`src/rtl/button_pkg.sv`:
```
// Shared definitions for the push-button conditioner: channel indices and the
// per-channel command state.
package button_pkg;

    localparam int BTN_SET   = 0;
    localparam int BTN_UP    = 1;
    localparam int BTN_DOWN  = 2;
    localparam int BTN_RIGHT = 3;
    localparam int BTN_LEFT  = 4;
    localparam int N_BTN     = 5;

    typedef enum logic [1:0] {
        IDLE   = 2'd0,
        PRESS  = 2'd1,
        REPEAT = 2'd2
    } btn_state_e;

endpackage

```
`src/rtl/button_channel.sv`:
```
// One button: two-flop synchroniser, debounce filter and press/auto-repeat pulse FSM.
//   state  | meaning
//   IDLE   | filtered button released, waiting for a press
//   PRESS  | press pulse issued, counting towards the first repeat
//   REPEAT | auto-repeating every REPEAT_PERIOD cycles while held
module button_channel
    import button_pkg::*;
#(
    parameter int DEBOUNCE_CYCLES = 500000,
    parameter int REPEAT_DELAY    = 25000000,
    parameter int REPEAT_PERIOD   = 5000000,
    parameter bit REPEAT_EN       = 1'b0
) (
    input  logic i_clk,
    input  logic i_rst,
    input  logic i_btn,
    output logic o_pulse
);

    localparam int CW = $clog2(DEBOUNCE_CYCLES + 1);
    localparam int RW = $clog2(REPEAT_DELAY + 1);
    localparam logic [CW-1:0] CNT_LAST    = CW'(DEBOUNCE_CYCLES - 1);
    localparam logic [RW-1:0] DELAY_LAST  = RW'(REPEAT_DELAY - 1);
    localparam logic [RW-1:0] PERIOD_LAST = RW'(REPEAT_PERIOD - 1);

    logic          sync1, sync2;
    logic [CW-1:0] cnt_q, cnt_d;
    logic          stable_q, stable_d;
    logic [RW-1:0] rcnt_q, rcnt_d;
    btn_state_e    state_q, state_d;
    logic          pulse_q, pulse_d;

    always_ff @(posedge i_clk or posedge i_rst) begin
        if (i_rst) begin
            sync1    <= 1'b0;
            sync2    <= 1'b0;
            cnt_q    <= '0;
            stable_q <= 1'b0;
            rcnt_q   <= '0;
            state_q  <= IDLE;
            pulse_q  <= 1'b0;
        end else begin
            sync1    <= i_btn;
            sync2    <= sync1;
            cnt_q    <= cnt_d;
            stable_q <= stable_d;
            rcnt_q   <= rcnt_d;
            state_q  <= state_d;
            pulse_q  <= pulse_d;
        end
    end

    // The filtered state flips on the cycle the counter would hit DEBOUNCE_CYCLES.
    always_comb begin
        cnt_d    = '0;
        stable_d = stable_q;
        if (sync2 != stable_q) begin
            if (cnt_q == CNT_LAST) begin
                stable_d = ~stable_q;
            end else begin
                cnt_d = cnt_q + 1'b1;
            end
        end
    end

    always_comb begin
        state_d = state_q;
        rcnt_d  = rcnt_q;
        pulse_d = 1'b0;
        unique case (state_q)
            IDLE: begin
                if (stable_q) begin
                    state_d = PRESS;
                    rcnt_d  = '0;
                    pulse_d = 1'b1;
                end
            end
            PRESS: begin
                // Non-repeating channels park here without counting, so rcnt never wraps.
                if (!stable_q) begin
                    state_d = IDLE;
                end else if (REPEAT_EN && rcnt_q == DELAY_LAST) begin
                    state_d = REPEAT;
                    rcnt_d  = '0;
                    pulse_d = 1'b1;
                end else if (REPEAT_EN) begin
                    rcnt_d = rcnt_q + 1'b1;
                end
            end
            REPEAT: begin
                if (!stable_q) begin
                    state_d = IDLE;
                end else if (rcnt_q == PERIOD_LAST) begin
                    rcnt_d  = '0;
                    pulse_d = 1'b1;
                end else begin
                    rcnt_d = rcnt_q + 1'b1;
                end
            end
            default: state_d = IDLE;
        endcase
    end

    assign o_pulse = pulse_q;

endmodule

```
`src/rtl/button_conditioner.sv`:
```
// Five independent button channels producing single-cycle command pulses for the
// stopwatch; REPEAT_MASK bit order is {left, right, down, up, set}.
module button_conditioner
    import button_pkg::*;
#(
    parameter int               DEBOUNCE_CYCLES = 500000,
    parameter int               REPEAT_DELAY    = 25000000,
    parameter int               REPEAT_PERIOD   = 5000000,
    parameter logic [N_BTN-1:0] REPEAT_MASK     = 5'b00110
) (
    input  logic i_clk,
    input  logic i_rst,
    input  logic i_btn_set,
    input  logic i_btn_up,
    input  logic i_btn_down,
    input  logic i_btn_right,
    input  logic i_btn_left,
    output logic o_set,
    output logic o_up,
    output logic o_down,
    output logic o_right,
    output logic o_left
);

    logic [N_BTN-1:0] btn;
    logic [N_BTN-1:0] pulse;

    assign btn[BTN_SET]   = i_btn_set;
    assign btn[BTN_UP]    = i_btn_up;
    assign btn[BTN_DOWN]  = i_btn_down;
    assign btn[BTN_RIGHT] = i_btn_right;
    assign btn[BTN_LEFT]  = i_btn_left;

    for (genvar i = 0; i < N_BTN; i++) begin : g_chan
        button_channel #(
            .DEBOUNCE_CYCLES (DEBOUNCE_CYCLES),
            .REPEAT_DELAY    (REPEAT_DELAY),
            .REPEAT_PERIOD   (REPEAT_PERIOD),
            .REPEAT_EN       (REPEAT_MASK[i])
        ) u_chan (
            .i_clk   (i_clk),
            .i_rst   (i_rst),
            .i_btn   (btn[i]),
            .o_pulse (pulse[i])
        );
    end

    assign o_set   = pulse[BTN_SET];
    assign o_up    = pulse[BTN_UP];
    assign o_down  = pulse[BTN_DOWN];
    assign o_right = pulse[BTN_RIGHT];
    assign o_left  = pulse[BTN_LEFT];

endmodule
```
`config.mk`:
```
export PLATFORM = sky130hd
export DESIGN_NAME = button_conditioner
export DESIGN_NICKNAME = d
export VERILOG_FILES = /design/src/rtl/button_pkg.sv /design/src/rtl/button_channel.sv /design/src/rtl/button_conditioner.sv
export SDC_FILE = /design/constraint.sdc
export NUM_CORES = 1
export LEC_CHECK = 0
export ABC_CLOCK_PERIOD_IN_PS = 7500
export CAP_MARGIN = 25
export CORE_MARGIN = 8
export CORE_UTILIZATION = 50
export DETAILED_ROUTE_END_ITERATION = 10
export PLACE_DENSITY = 0.64
export SLEW_MARGIN = 20
export SYNTH_ARGS = -nofsm -noshare
export SYNTH_HDL_FRONTEND = slang
export SYNTH_SLANG_ARGS = --single-unit
```
`constraint.sdc`:
```
create_clock -name i_clk -period 7.5 [get_ports i_clk]
set_input_delay 1.5 -clock i_clk [delete_from_list [all_inputs] [get_ports i_clk]]
set_output_delay 1.5 -clock i_clk [all_outputs]
set_load 0.02 [all_outputs]
```
# [Yosys cells after proc, flatten, opt, wreduce, memory -nomap -nowiden]
# Cells that the tools add are included.
[classes] mux=77 n_reduce_logical=28 eq_ne=46 bitwise_logic=5 addsub=10
[ops] cell="25-bit 2-to-1 mux" count=19
[ops] cell="19-bit 2-to-1 mux" count=10
[ops] cell="25-bit one-hot mux with 2 select lines" count=3
[ops] cell="25-bit one-hot mux with 3 select lines" count=2
[ops] cell="25-bit by 1-bit adder with 25-bit output, second input constant" count=5
[ops] cell="25-bit by 23-bit == test with 1-bit output, second input constant" count=5
[ops] cell="19-bit by 1-bit adder with 19-bit output, second input constant" count=5
[ops] cell="19-bit == test, second input constant" count=5
[ops] cell="25-bit == test, second input constant" count=2
[ops] cell="2-bit 2-to-1 mux" count=14
[ops] cell="2-bit by 1-bit != test with 1-bit output, second input constant" count=12
[ops] cell="1-bit 2-to-1 mux" count=19
[ops] cell="2-bit AND reduction" count=8
[ops] cell="3-bit AND reduction" count=5
[ops] cell="2-bit one-hot mux with 2 select lines" count=3
[ops] cell="2-bit one-hot mux with 3 select lines" count=2
[ops] cell="2-bit by 1-bit == test with 1-bit output, second input constant" count=5
[ops] cell="2-bit == test, second input constant" count=5
[ops] cell="2-bit zero test" count=5
[ops] cell="2-bit != test, second input constant" count=5
[ops] cell="4-bit AND reduction" count=2
[ops] cell="3-bit != test, second input constant" count=2
[ops] cell="1-bit one-hot mux with 2 select lines" count=3
[ops] cell="1-bit one-hot mux with 3 select lines" count=2
[ops] cell="other kinds (5)" count=18
[totals] register_bits=250 out_inout_bits=5 input_bits=7 word_cells=201

# [Depth between registers and ports, before layout]
[logic_depth] word_depth=4 ltp_mapped=9 depth_no_buf=7

# [By module]
# From an unflattened synthesis, not the netlist that was laid out.
[unflattened] cells_unflattened=895 hier_area_um2=8872.3
[modules_own_cells] mod="button_channel (g_chan[1].u_chan ...)" area_each_um2=2701.3 instances=2 seq_area_each_um2=1251.2 cells_each=284
[modules_own_cells] mod="button_channel (g_chan[0].u_chan ...)" area_each_um2=1153.6 instances=2 seq_area_each_um2=600.6 cells_each=109
[modules_own_cells] mod="button_channel (g_chan[4].u_chan)" area_each_um2=1162.4 instances=1 seq_area_each_um2=600.6 cells_each=109

# [Worst setup path before layout]
# No wires, ideal clock.
[synth_timing] path_kind="register to register" startpoint="register g_chan[1].u_chan.state_q[0]" endpoint="register g_chan[1].u_chan.rcnt_q[24]" required_time_ps=7423 path_buffers=1 t_arrival_ps=2257 period_less_slack_ps=2334 path_slack_ps=5166 path_stages_with_launch=9 path_cell_list="dfrtp_1 -> inv_1 -> ha_1 -> or3_1 -> a2111oi_2 -> clkbuf_1 -> nand4_1 -> xor2_1 -> a21oi_1"
[synth_between] elab_chain_cells=3 word_cells_on_any_way=9 classes_between="eq/ne: 5; mux: 1; reduce/logical: 3"
[synth_rtl] element="start, declared" line_no="button_channel.sv:30" source="btn_state_e state_q, state_d;"
[synth_rtl] element="start signal, assigned" line_no="button_channel.sv:48" source="state_q <= state_d;"
[synth_rtl] element="2-bit == test (tied with other cells)" line_no="button_channel.sv:70" source="unique case (state_q)"
[synth_rtl] element="2-bit by 1-bit != test with 1-bit output (no source line) / 3-bit nonzero test (equally long branches)"
[synth_rtl] element="4-bit AND reduction (no source line)"
[synth_rtl] element="end signal, assigned" line_no="button_channel.sv:47" source="rcnt_q <= rcnt_d;"
[synth_rtl] element="end, declared" line_no="button_channel.sv:29" source="logic [RW-1:0] rcnt_q, rcnt_d;"
# Several ways; a longest one is shown, not always the timed one.
# A chain may end at the register's enable or synchronous reset.

==> metrics.txt <==
die height 148.4 um; Max VDD drop 148.7 uV; R2R setup slack 4820 ps; Post-Place Setup Slack 3860 ps; critical path class in2async; via density per instance 5.446; Pint 1516 uW; final hold violations 0; area leader, netlist dfrtp_1; worst r2r dst g_chan[1].u_chan.rcnt_q[3]; Max FO, Critical Path 64; Yosys cell types 53; # setup viols final 0; RSZ-0062 raised after global routing false; sequential power share 49.5%; die width 148.4 um; number of synthesized flops with an enable pin 0; slew margin rel. 42.06%; I/O Pins 12; Critical Path Sink g_chan[2].u_chan.rcnt_q[24]; Num CTS Buffers 17; final worst path period share 40.08%; Remaining Overflow, GRT 0; ys flop type dfrtp_1; worst clock skew 8.959 ps; nets 943; yosys warns 0; hpwl dp 10.44 mm; gr usage total 15.89%; DIE AREA 22030 um^2; layout cell share with drive strength beyond 1 5.591%; clock sinks 172; Peak Freq 332.7 MHz; n_diodes 0; final hold slack 347.0 ps; Cells after Synth 913; clk_lat worst skew 420 ps; largest net degree at the start of global routing 110; max-cap viol count 0; Initial Util 50.86%; Setup crit start i_rst; most frequent cells in the layout 172 x dfrtp_1, 138 x nor2_1, 88 x nand2_1, 79 x xnor2_1, 52 x nand3_1; logic gate share of total power 2.4%; Layout area overhead 10.76%; CTS max path bufs 2; commonest non-fill, non-tap cell in the layout dfrtp_1; row count 48; # Post-CTS Setup Buffers 0; CP startpoint kind input pin; DRT iter0 DRCs 359; CTS root buf clkbuf_16; post_cts resized 0; first-pass GRT wire length 29.07 mm; Pre-antenna DRT Iters 5; CTS tree done; synthesized area 8767 um^2; worst hold path class reg2reg; wire per inst 14.10 um; multi-input combinational cell area 4200 um^2; average size of a mapped cell 9.603 um^2; Fill cells 1497; wl on met1 8.155 mm; P_leak 0.003892 uW; post-cts hold buffer count 0; top cells by area, synth dfrtp_1 49%, xnor2_1 7.9%, nor2_1 5.9%, xor2_1 4.5%, nand2_1 3.8%; crit path DAT 3460 ps; met3 wire length 434 um; DP Cell Count 1123; Clock Power Share 48.1%; routed wl met2 7.558 mm; Final Routed Wirelength 16.29 mm; Net Sw Frac 20.66%; Seq cells post-synth 172; # DRC 0; Async SR Flop Fraction 100.0%; Core Footprint 17240 um^2; Worst Max-Slew Pin Slew 869.1 ps; r2r worst-path depth 5; min Tclk post-route 3006 ps; via count 6290; sequential area share after synthesis 49.09%; outcome finished, final reports clean; Fin Setup TNS 0 ps; Critical Path End Type asynchronous set/reset pin; register area 4304 um^2; post-route worst setup slack 4494 ps; clk slew on worst S/H paths 60 ps; post-synth top area share 49.09%; final max-slew violation count 0; sw power 394.7 uW; GPL Wtd Cong 0.7826; CP required 7960 ps; I/O Buffers 11; initial antenna violation count 0; pwr/cell area 196.8 nW/um^2; vias in the first global route 6111; fin cells 1155; Net Count, Synth 938; DR top layer met4; Antenna Nets Post-Route 0; H-tree depth 4; origin of the critical flop-to-flop path g_chan[1].u_chan.rcnt_q[6]; Final Power 1911 uW
## power by group through the flow
stage	sequential (uW)	combinational, uW	clock, uW
after floorplan	961	33.4	0
final	945	45.4	920
after global routing	946	54.7	989
after CTS	945	46.0	953
after global placement	962	45.3	0
after detailed placement	962	45.6	0
## kinds of logic after synthesis
| group | Yosys count | share of synthesized area [%] |
|---|---|---|
| buf+inv | 65 | 2.997 |
| compound gates | 71 | 6.108 |
| fa+ha+maj | 18 | 2.569 |
| flops | 172 | 49.09 |
| mux | 4 | 0.5137 |
| simple gates | 459 | 26.33 |
| xor+xnor | 124 | 12.39 |
## cell usage after synthesis, types with 9 or more instances
cell,number
xnor2_1,79
and3_1,12
nand3_1,52
or3_1,15
inv_1,33
nor3_1,38
o2111ai_1,9
nand2_1,88
and4_1,13
dfrtp_1,172
o211ai_1,15
clkbuf_1,25
nor4_1,28
nor2_1,138
ha_1,18
a21oi_1,16
xor2_1,45
nand4_1,26
## area by class of cell
class | count | share of cell area (%)
well taps | 225 | 2.899
clock buffers | 21 | 4.639
flip-flops and latches | 172 | 44.32
clock inverters | 10 | 1.675
multi-input cells | 676 | 43.25
repair buffers | 18 | 1.881
inverters | 33 | 1.327
## registers in the layout (all words and copies together), names as in the netlist
signal / cells
g_chan.u_chan.cnt_q: 95
g_chan.u_chan.rcnt_q: 50
g_chan.u_chan.state_q: 7
g_chan.u_chan.o_pulse: 5
g_chan.u_chan.stable_q: 5
g_chan.u_chan.sync1: 5
g_chan.u_chan.sync2: 5
## routing by layer
layer	vias to the layer above	global-route usage, %
li1	3190	-
met1	3014	21.62
met2	73	24.75
met3	13	3.586
met4	0	4.946
met5	-	0
## worst max-delay path, stage by stage
cell and delay [ps]:
clkdlybuf4s50_1 470, inv_6 370, buf_16 310, buf_4 670
## how the worst min path moves through the flow
stage / startpoint / end / slack [ps] / cells after the start
after global routing: g_chan[4].u_chan.sync1 / g_chan[4].u_chan.sync2 / 360 / 0
after detailed placement: g_chan[1].u_chan.sync1 / g_chan[1].u_chan.sync2 / 330 / 0
final: g_chan[1].u_chan.sync1 / g_chan[1].u_chan.sync2 / 350 / 0
after CTS: g_chan[1].u_chan.sync1 / g_chan[1].u_chan.sync2 / 350 / 0
after global placement: g_chan[4].u_chan.sync1 / g_chan[4].u_chan.sync2 / 340 / 0
after floorplan: g_chan[0].u_chan.sync1 / g_chan[0].u_chan.sync2 / 330 / 0
## stage by stage
step           utilization [%]  area, um^2
6_report                 56.34        9711
5_1_grt                  56.34        9711
4_1_cts                  56.18        9683
3_5_place_dp             52.62        9070
3_3_place_gp             52.62        9070
2_1_floorplan                -        8767
Note: power is estimated with default switching activity, not from simulation.
